<file path="src/rtl/ifu_fetch_ctrl_if.sv">
// Instruction bus between the fetch controller (master) and the memory side (slave).
interface ifu_fetch_ctrl_if;
  logic        ireq_valid;
  logic [63:0] ireq_addr;
  logic        iresp_addr_ok;
  logic        iresp_data_ok;
  logic [31:0] iresp_data;

  modport master (
    output ireq_valid,
    output ireq_addr,
    input  iresp_addr_ok,
    input  iresp_data_ok,
    input  iresp_data
  );

  modport slave (
    input  ireq_valid,
    input  ireq_addr,
    output iresp_addr_ok,
    output iresp_data_ok,
    output iresp_data
  );
endinterface

</file>
<file path="src/rtl/ifu_fetch_ctrl.sv">
// Instruction fetch sequencer: owns the fetch PC, issues one ibus request at a
// time, kills stale responses after redirects and buffers fetched words
// (with their PCs) in a small FIFO towards decode.
// Optional macro IFU_FETCH_PERF_EN adds push/kill event counters.
//
// state | meaning
// IDLE  | no request outstanding; launch one when the FIFO has room
// REQ   | request presented on ibus, waiting for addr_ok
// WAIT  | request accepted, waiting for data_ok
// KILL  | accepted request made stale by a redirect; drop its data
module ifu_fetch_ctrl #(
  parameter int unsigned DEPTH    = 2,
  parameter logic [63:0] RESET_PC = 64'h8000_0000
) (
  input  logic                  clk,
  input  logic                  rst_n,
  ifu_fetch_ctrl_if.master      ibus,
  input  logic                  i_redirect_valid,
  input  logic [63:0]           i_redirect_pc,
  input  logic                  i_dec_ready,
  output logic                  o_inst_valid,
  output logic [63:0]           o_inst_pc,
  output logic [31:0]           o_inst,
  output logic                  o_busy
`ifdef IFU_FETCH_PERF_EN
  ,
  output logic [31:0]           o_perf_fetch,
  output logic [31:0]           o_perf_kill
`endif
);

  localparam int unsigned PW = $clog2(DEPTH);
  localparam int unsigned CW = PW + 1;

  typedef enum logic [1:0] {ST_IDLE, ST_REQ, ST_WAIT, ST_KILL} state_t;

  state_t          r_state;
  state_t          w_state_nxt;
  logic [63:0]     r_fpc;
  logic [63:0]     w_fpc_nxt;
  logic            w_req_valid;
  logic            w_push;
  logic            w_pop;
  logic            w_kill;
  logic            w_room;
  logic [CW-1:0]   w_occ;

  logic [CW-1:0]   r_count;
  logic [PW-1:0]   r_wr_ptr;
  logic [PW-1:0]   r_rd_ptr;
  logic [63:0]     r_mem_pc   [DEPTH];
  logic [31:0]     r_mem_inst [DEPTH];

  // An in-flight request reserves a FIFO slot so its data can always be pushed.
  assign w_occ  = r_count + {{PW{1'b0}}, (r_state != ST_IDLE)};
  assign w_room = w_occ < CW'(DEPTH);
  assign w_pop  = o_inst_valid & i_dec_ready & ~i_redirect_valid;

  // State and fetch PC register.
  always_ff @(posedge clk or negedge rst_n) begin
    if (!rst_n) begin
      r_state <= ST_IDLE;
      r_fpc   <= RESET_PC;
    end else begin
      r_state <= w_state_nxt;
      r_fpc   <= w_fpc_nxt;
    end
  end

  // Next state, fetch PC update and push/kill decisions.
  always_comb begin
    w_state_nxt = r_state;
    w_fpc_nxt   = r_fpc;
    w_req_valid = 1'b0;
    w_push      = 1'b0;
    w_kill      = 1'b0;
    case (r_state)
      ST_IDLE: begin
        if (w_room) w_state_nxt = ST_REQ;
      end
      ST_REQ: begin
        w_req_valid = 1'b1;
        if (ibus.iresp_addr_ok) w_state_nxt = i_redirect_valid ? ST_KILL : ST_WAIT;
      end
      ST_WAIT: begin
        if (i_redirect_valid) begin
          if (ibus.iresp_data_ok) begin
            w_kill      = 1'b1;
            w_state_nxt = ST_IDLE;
          end else begin
            w_state_nxt = ST_KILL;
          end
        end else if (ibus.iresp_data_ok) begin
          w_push      = 1'b1;
          w_fpc_nxt   = r_fpc + 64'd4;
          w_state_nxt = ST_IDLE;
        end
      end
      ST_KILL: begin
        if (ibus.iresp_data_ok) begin
          w_kill      = 1'b1;
          w_state_nxt = ST_IDLE;
        end
      end
      default: w_state_nxt = ST_IDLE;
    endcase
    // A redirect always wins the fetch PC, whatever the state.
    if (i_redirect_valid) w_fpc_nxt = i_redirect_pc;
  end

  // FIFO pointers and occupancy; redirect flushes ahead of push/pop.
  always_ff @(posedge clk or negedge rst_n) begin
    if (!rst_n) begin
      r_count  <= '0;
      r_wr_ptr <= '0;
      r_rd_ptr <= '0;
    end else if (i_redirect_valid) begin
      r_count  <= '0;
      r_wr_ptr <= '0;
      r_rd_ptr <= '0;
    end else begin
      if (w_push) r_wr_ptr <= r_wr_ptr + PW'(1);
      if (w_pop)  r_rd_ptr <= r_rd_ptr + PW'(1);
      case ({w_push, w_pop})
        2'b10:   r_count <= r_count + CW'(1);
        2'b01:   r_count <= r_count - CW'(1);
        default: r_count <= r_count;
      endcase
    end
  end

  // FIFO storage; contents are only visible while the entry is counted.
  always_ff @(posedge clk) begin
    if (w_push) begin
      r_mem_pc[r_wr_ptr]   <= r_fpc;
      r_mem_inst[r_wr_ptr] <= ibus.iresp_data;
    end
  end

  assign ibus.ireq_valid = w_req_valid;
  assign ibus.ireq_addr  = r_fpc;
  assign o_inst_valid    = (r_count != '0);
  assign o_inst_pc       = o_inst_valid ? r_mem_pc[r_rd_ptr]   : 64'd0;
  assign o_inst          = o_inst_valid ? r_mem_inst[r_rd_ptr] : 32'd0;
  assign o_busy          = (r_state != ST_IDLE);

`ifdef IFU_FETCH_PERF_EN
  // Event counters; they survive redirects and wrap naturally.
  always_ff @(posedge clk or negedge rst_n) begin
    if (!rst_n) begin
      o_perf_fetch <= '0;
      o_perf_kill  <= '0;
    end else begin
      if (w_push) o_perf_fetch <= o_perf_fetch + 32'd1;
      if (w_kill) o_perf_kill  <= o_perf_kill + 32'd1;
    end
  end
`else
  logic w_unused_kill;
  assign w_unused_kill = w_kill;
`endif

endmodule

</file>
<file path="src/flat_wrapper.sv">
// flat-port wrapper written by rule: the top's interface ports become plain ports
module ifu_fetch_ctrl_flat 
#(
  parameter int unsigned DEPTH    = 2,
  parameter logic [63:0] RESET_PC = 64'h8000_0000
)
  (clk, rst_n, i_redirect_valid, i_redirect_pc, i_dec_ready, o_inst_valid, o_inst_pc, o_inst, o_busy, ibus_ireq_valid, ibus_ireq_addr, ibus_iresp_addr_ok, ibus_iresp_data_ok, ibus_iresp_data);
  ifu_fetch_ctrl_if ibus_i ();
  input  logic clk;
  input  logic rst_n;
  input  logic i_redirect_valid;
  input  logic [63:0] i_redirect_pc;
  input  logic i_dec_ready;
  output logic o_inst_valid;
  output logic [63:0] o_inst_pc;
  output logic [31:0] o_inst;
  output logic o_busy;
  output wire logic [$bits(ibus_i.ireq_valid)-1:0] ibus_ireq_valid;
  output wire logic [$bits(ibus_i.ireq_addr)-1:0] ibus_ireq_addr;
  input wire logic [$bits(ibus_i.iresp_addr_ok)-1:0] ibus_iresp_addr_ok;
  input wire logic [$bits(ibus_i.iresp_data_ok)-1:0] ibus_iresp_data_ok;
  input wire logic [$bits(ibus_i.iresp_data)-1:0] ibus_iresp_data;
  assign ibus_ireq_valid = ibus_i.ireq_valid;
  assign ibus_ireq_addr = ibus_i.ireq_addr;
  assign ibus_i.iresp_addr_ok = ibus_iresp_addr_ok;
  assign ibus_i.iresp_data_ok = ibus_iresp_data_ok;
  assign ibus_i.iresp_data = ibus_iresp_data;
  ifu_fetch_ctrl #(.DEPTH(DEPTH), .RESET_PC(RESET_PC)) u_core (.clk(clk), .rst_n(rst_n), .ibus(ibus_i), .i_redirect_valid(i_redirect_valid), .i_redirect_pc(i_redirect_pc), .i_dec_ready(i_dec_ready), .o_inst_valid(o_inst_valid), .o_inst_pc(o_inst_pc), .o_inst(o_inst), .o_busy(o_busy));
endmodule
</file>
<file path="config.mk">
export PLATFORM = sky130hd
export DESIGN_NAME = ifu_fetch_ctrl_flat
export DESIGN_NICKNAME = d
export VERILOG_FILES = /design/src/rtl/ifu_fetch_ctrl_if.sv /design/src/rtl/ifu_fetch_ctrl.sv /design/src/flat_wrapper.sv
export SDC_FILE = /design/constraint.sdc
export NUM_CORES = 1
export LEC_CHECK = 0
export BUFFER_PORTS_ARGS = -buffer_cell sky130_fd_sc_hd__buf_2
export CORE_UTILIZATION = 35
export CTS_BUF_LIST = sky130_fd_sc_hd__clkbuf_8
export DETAILED_ROUTE_END_ITERATION = 16
export PLACE_DENSITY_LB_ADDON = 0.2
export SLEW_MARGIN = 20
export SYNTH_ARGS = -nofsm -noshare
export SYNTH_HDL_FRONTEND = slang
export SYNTH_SLANG_ARGS = --single-unit
</file>
<file path="constraint.sdc">
create_clock -name clk -period 10.2 [get_ports clk]
set_input_delay 0 -clock clk [delete_from_list [all_inputs] [get_ports clk]]
set_output_delay 0 -clock clk [all_outputs]
set_load 0.01 [all_outputs]
</file>
==> flow_summary.html <==
<table>
<tr><th>Metric</th><th>Value</th></tr>
<tr><th colspan="2">Setup path</th></tr>
<tr><td>Setup slack on the worst flop-to-flop path</td><td>7370 ps</td></tr>
<tr><td>WS Path Type</td><td>reg -&gt; out</td></tr>
<tr><td>Startpoint of the most critical register-to-register path</td><td>u_core.ibus.ireq_addr[10]$_DFFE_PN0N_</td></tr>
<tr><td>Largest fanout of any net on the critical path</td><td>56</td></tr>
<tr><td>Crit. Startpoint</td><td>u_core.r_rd_ptr$_DFFE_PN0P_</td></tr>
<tr><td>Cells traversed along the worst timing path</td><td>buf_4 &gt; mux2i_1 &gt; nor2_1 &gt; buf_2</td></tr>
<tr><td>Buffers and inverters on the worst path</td><td>2</td></tr>
<tr><td>Family with the most delay on the worst path</td><td>buffers and inverters</td></tr>
<tr><td>Worst stage delay on the critical path</td><td>970 ps</td></tr>
<tr><td>Endpoint of the most critical register-to-register path</td><td>u_core.ibus.ireq_addr[57]$_DFFE_PN0N_</td></tr>
<tr><td>Slowest cell on the critical path</td><td>dfrtp_4</td></tr>
<tr><td>Cell count of the worst reg-to-reg path</td><td>5</td></tr>
<tr><td>Endpoint class of the critical path</td><td>output port</td></tr>
<tr><td>Data arrival time at the worst-slack endpoint</td><td>3140 ps</td></tr>
<tr><td>Type of origin of the critical path</td><td>flop</td></tr>
<tr><td>CP Data Required Time</td><td>10200 ps</td></tr>
<tr><th colspan="2">Routing</th></tr>
<tr><td>Post-route DRC</td><td>0</td></tr>
<tr><td>Routed via count divided by cell count</td><td>4.89</td></tr>
<tr><td>Number of optimization iterations in the first detailed-route pass</td><td>5</td></tr>
<tr><td>Detail Route Antenna Nets</td><td>0</td></tr>
<tr><td>DRC marker count from the first detailed-route iteration</td><td>446</td></tr>
<tr><td>Routed vias</td><td>8232</td></tr>
<tr><td>Average routed wire per standard cell</td><td>18.5 microns</td></tr>
<tr><td>Final wirelength</td><td>31100 microns</td></tr>
<tr><th colspan="2">Global routing</th></tr>
<tr><td>Largest net degree at the start of global routing</td><td>87</td></tr>
<tr><td>Vias in the first global route</td><td>8372</td></tr>
<tr><td>Antenna violations before repair</td><td>0</td></tr>
<tr><td>Total congestion overflow</td><td>0</td></tr>
<tr><td>Combined global-route utilization of all metal layers</td><td>0.189</td></tr>
<tr><td>Global-route wire length before repair</td><td>47800 microns</td></tr>
<tr><th colspan="2">Floorplanning</th></tr>
<tr><td>Area of the die</td><td>32800 sq um</td></tr>
<tr><td>Total I/O pin count</td><td>265</td></tr>
<tr><td>Cell Rows</td><td>65</td></tr>
<tr><td>Chip Height</td><td>181 microns</td></tr>
<tr><td>Floorplan Core Area</td><td>31600 sq um</td></tr>
<tr><td>Horiz. Die Dim</td><td>181 microns</td></tr>
<tr><td>Effective utilization at floorplan</td><td>0.356</td></tr>
<tr><th colspan="2">Power</th></tr>
<tr><td>Leakage</td><td>5.73 nW</td></tr>
<tr><td>Design Power</td><td>2.50 mW</td></tr>
<tr><td>Switching Power</td><td>0.643 mW</td></tr>
<tr><td>Power share of the combinational group</td><td>0.112</td></tr>
<tr><td>Peak supply drop</td><td>0.0964 mV</td></tr>
<tr><td>Clock network fraction of total power</td><td>0.382</td></tr>
<tr><td>Internal Pwr Total</td><td>1.86 mW</td></tr>
<tr><td>Power density over the cells</td><td>168 nW/um^2</td></tr>
<tr><td>Share of total power in sequential cells</td><td>0.507</td></tr>
<tr><td>Switching portion of total power</td><td>0.257</td></tr>
<tr><th colspan="2">STA</th></tr>
<tr><td>Max-slew violation count</td><td>0</td></tr>
<tr><td>Achievable frequency</td><td>319 MHz</td></tr>
<tr><td>Max transition margin</td><td>0.312</td></tr>
<tr><td>Worst Hold Margin</td><td>149 ps</td></tr>
<tr><td>Final Hold Viols</td><td>0</td></tr>
<tr><td>Worst-case setup margin in the final layout</td><td>7060 ps</td></tr>
<tr><td>Setup-failing EPs final</td><td>0</td></tr>
<tr><td>Slew at the pin closest to its max-slew limit</td><td>1030 ps</td></tr>
<tr><td>Final Skew</td><td>17.6 ps</td></tr>
<tr><td>Final worst-path cycle share</td><td>0.307</td></tr>
<tr><td>Final critical path time including I/O delays and setup</td><td>3140 ps</td></tr>
<tr><td>Unrepaired setup endpoints after global routing</td><td>no</td></tr>
<tr><td>Setup Total Neg Slack</td><td>0 ps</td></tr>
<tr><th colspan="2">Synthesis</th></tr>
<tr><td>Total of flip-flops plus latches after synthesis</td><td>262</td></tr>
<tr><td>Sequential cell area fraction in the yosys report</td><td>0.669</td></tr>
<tr><td>Average cell area after synthesis</td><td>13.0 sq um</td></tr>
<tr><td>Distinct cell type count of the synthesized netlist</td><td>45</td></tr>
<tr><td>Async SR Flop Fraction</td><td>0.267</td></tr>
<tr><td>Synthesized netlist net count</td><td>965</td></tr>
<tr><td>Netlist area before placement</td><td>11200 sq um</td></tr>
<tr><td>Number of warning messages in the yosys log</td><td>0</td></tr>
<tr><td>Gate Count Post-Synth</td><td>862</td></tr>
<tr><td>Count of flip-flops with a built-in enable after synthesis</td><td>192</td></tr>
<tr><td>Main synth FF type</td><td>edfxtp_1</td></tr>
<tr><th colspan="2">Clock network</th></tr>
<tr><td>Number of buffers on the longest clock path</td><td>3</td></tr>
<tr><td>Number of clock sinks</td><td>262</td></tr>
<tr><td>Post-CTS resize count</td><td>0</td></tr>
<tr><td>Depth of the CTS H-tree</td><td>2</td></tr>
<tr><td>TritonCTS clock tree</td><td>done</td></tr>
<tr><td>Clock slew at reported path FFs</td><td>70 ps</td></tr>
<tr><td>Worst-Skew Late Latency</td><td>550 ps</td></tr>
<tr><td>Cts bufs inserted</td><td>46</td></tr>
<tr><td>Clk root buf</td><td>clkbuf_8</td></tr>
<tr><th colspan="2">Final layout</th></tr>
<tr><td>Area growth from synthesis to layout</td><td>32.8%</td></tr>
<tr><td>Share of layout cells above drive strength 1</td><td>0.282</td></tr>
<tr><td>Number of nets at the end of the flow</td><td>1348</td></tr>
<tr><td>Final core occ</td><td>0.473</td></tr>
<tr><td>Most common library cell in the layout ignoring fill and taps</td><td>buf_2</td></tr>
<tr><td>Most frequent cells in the layout</td><td>263 x buf_2, 192 x edfxtp_1, 132 x nor2_1, 101 x dlygate4sd3_1, 98 x mux2i_1</td></tr>
<tr><td>Ant. Diodes</td><td>0</td></tr>
<tr><td>Filler Cell Count</td><td>2961</td></tr>
<tr><th colspan="2">Run status</th></tr>
<tr><td>Outcome</td><td>completed</td></tr>
<tr><th colspan="2">Place</th></tr>
<tr><td>Setup WS pre-CTS</td><td>7330 ps</td></tr>
<tr><td>Number of I/O port buffers</td><td>264</td></tr>
<tr><td>Placer's final routability congestion estimate</td><td>0.764</td></tr>
<tr><td>HPWL after detailed placement</td><td>19500 microns</td></tr>
<tr><th colspan="2">Hold path</th></tr>
<tr><td>Worst hold-check path type</td><td>in -&gt; async</td></tr>
<tr><th colspan="2">Job</th></tr>
<tr><td>Max-capacitance violation count</td><td>0</td></tr>
</table>
repair_timing:
action	in CTS	in global routing
buffers inserted	0	0
hold buffers	101	0
hold endpoints to repair	203	0
through the flow:
step	instance area, sq um	instances
after floorplan	11200	862
after global placement	13000	1498
final	14900	1683
after global routing	14900	1683
after detailed placement	13000	1498
after CTS	14900	1683
worst max-delay path by stage:
stage	slack [ps]	cells after the start	end
final	7060	4	o_inst_pc[37]
after global routing	6850	4	o_inst_pc[37]
after CTS	6980	4	o_inst_pc[37]
after detailed placement	7330	5	u_core.ibus.ireq_addr[57]$_DFFE_PN0N_
after global placement	7380	6	u_core.ibus.ireq_addr[56]$_DFFE_PN0N_
after floorplan	2280	2	u_core.r_mem_inst[0][0]$_DFFE_PP_
registers in the layout, summed over array words and instances, names as in the netlist:
| signal | count |
|---|---|
| u_core.r_wr_ptr | 1 |
| u_core.ibus.ireq_addr | 64 |
| u_core.r_rd_ptr | 1 |
| u_core.r_mem_pc | 128 |
| u_core.r_state | 2 |
| u_core.r_mem_inst | 64 |
| u_core.r_count | 2 |
cell usage after synthesis, drive strengths merged (5+ instances only):
library cell | n | area share
nor2b | 5 | 0.0028
mux2i | 98 | 0.087
mux2 | 5 | 0.0050
nand2 | 58 | 0.019
xnor2 | 16 | 0.012
or4 | 11 | 0.0073
xor2 | 25 | 0.019
inv | 12 | 0.0040
nor2 | 133 | 0.044
or3 | 13 | 0.0073
nor3 | 9 | 0.0040
nand3 | 24 | 0.012
clkbuf | 31 | 0.012
o31ai | 8 | 0.0053
and3 | 6 | 0.0033
nor4 | 10 | 0.0099
dfrtp | 69 | 0.15
edfxtp | 192 | 0.51
nand4 | 34 | 0.021
buf | 10 | 0.0038
a31oi | 21 | 0.012
o21ai | 51 | 0.023
logic make-up after synthesis:
kind of cell	count (synthesis)	synth area share
xor gates and xnor gates	41	0.0320
AOI/OAI and AO/OA	87	0.0453
DFF	262	0.669
adders and majority gates	1	0.00111
buffers and inverters	54	0.0208
and+or+nand+nor	314	0.139
muxes	103	0.0923
layout make-up:
cell class                 instances  area (sq um)  share of cell area
timing repair buffer             377          2430               0.163
inverter                          12          45.0             0.00302
sequential                       262          7520               0.504
tap                              402           503              0.0337
clock buffer                      54           743              0.0498
multi-input combinational        546          3510               0.235
clock inverter                    30           171              0.0115
per-layer routing:
metal | track usage | vias to the layer above | routed length, microns
li1 | - | 3974 | -
met3 | 0.0387 | 53 | 1620
met4 | 0.0617 | 0 | 738
met5 | 0 | - | 0
met1 | 0.258 | 3967 | 14400
met2 | 0.299 | 238 | 14300
power by group through the flow:
| stage | Combinational (mW) | Clock [mW] | Sequential, mW |
|---|---|---|---|
| after global placement | 0.250 | 0 | 1.29 |
| after global routing | 0.308 | 1.03 | 1.28 |
| after CTS | 0.284 | 0.986 | 1.27 |
| final | 0.279 | 0.956 | 1.27 |
| after detailed placement | 0.250 | 0 | 1.29 |
| after floorplan | 0.133 | 0 | 1.28 |
Note: power is estimated with default switching activity, not from simulation.
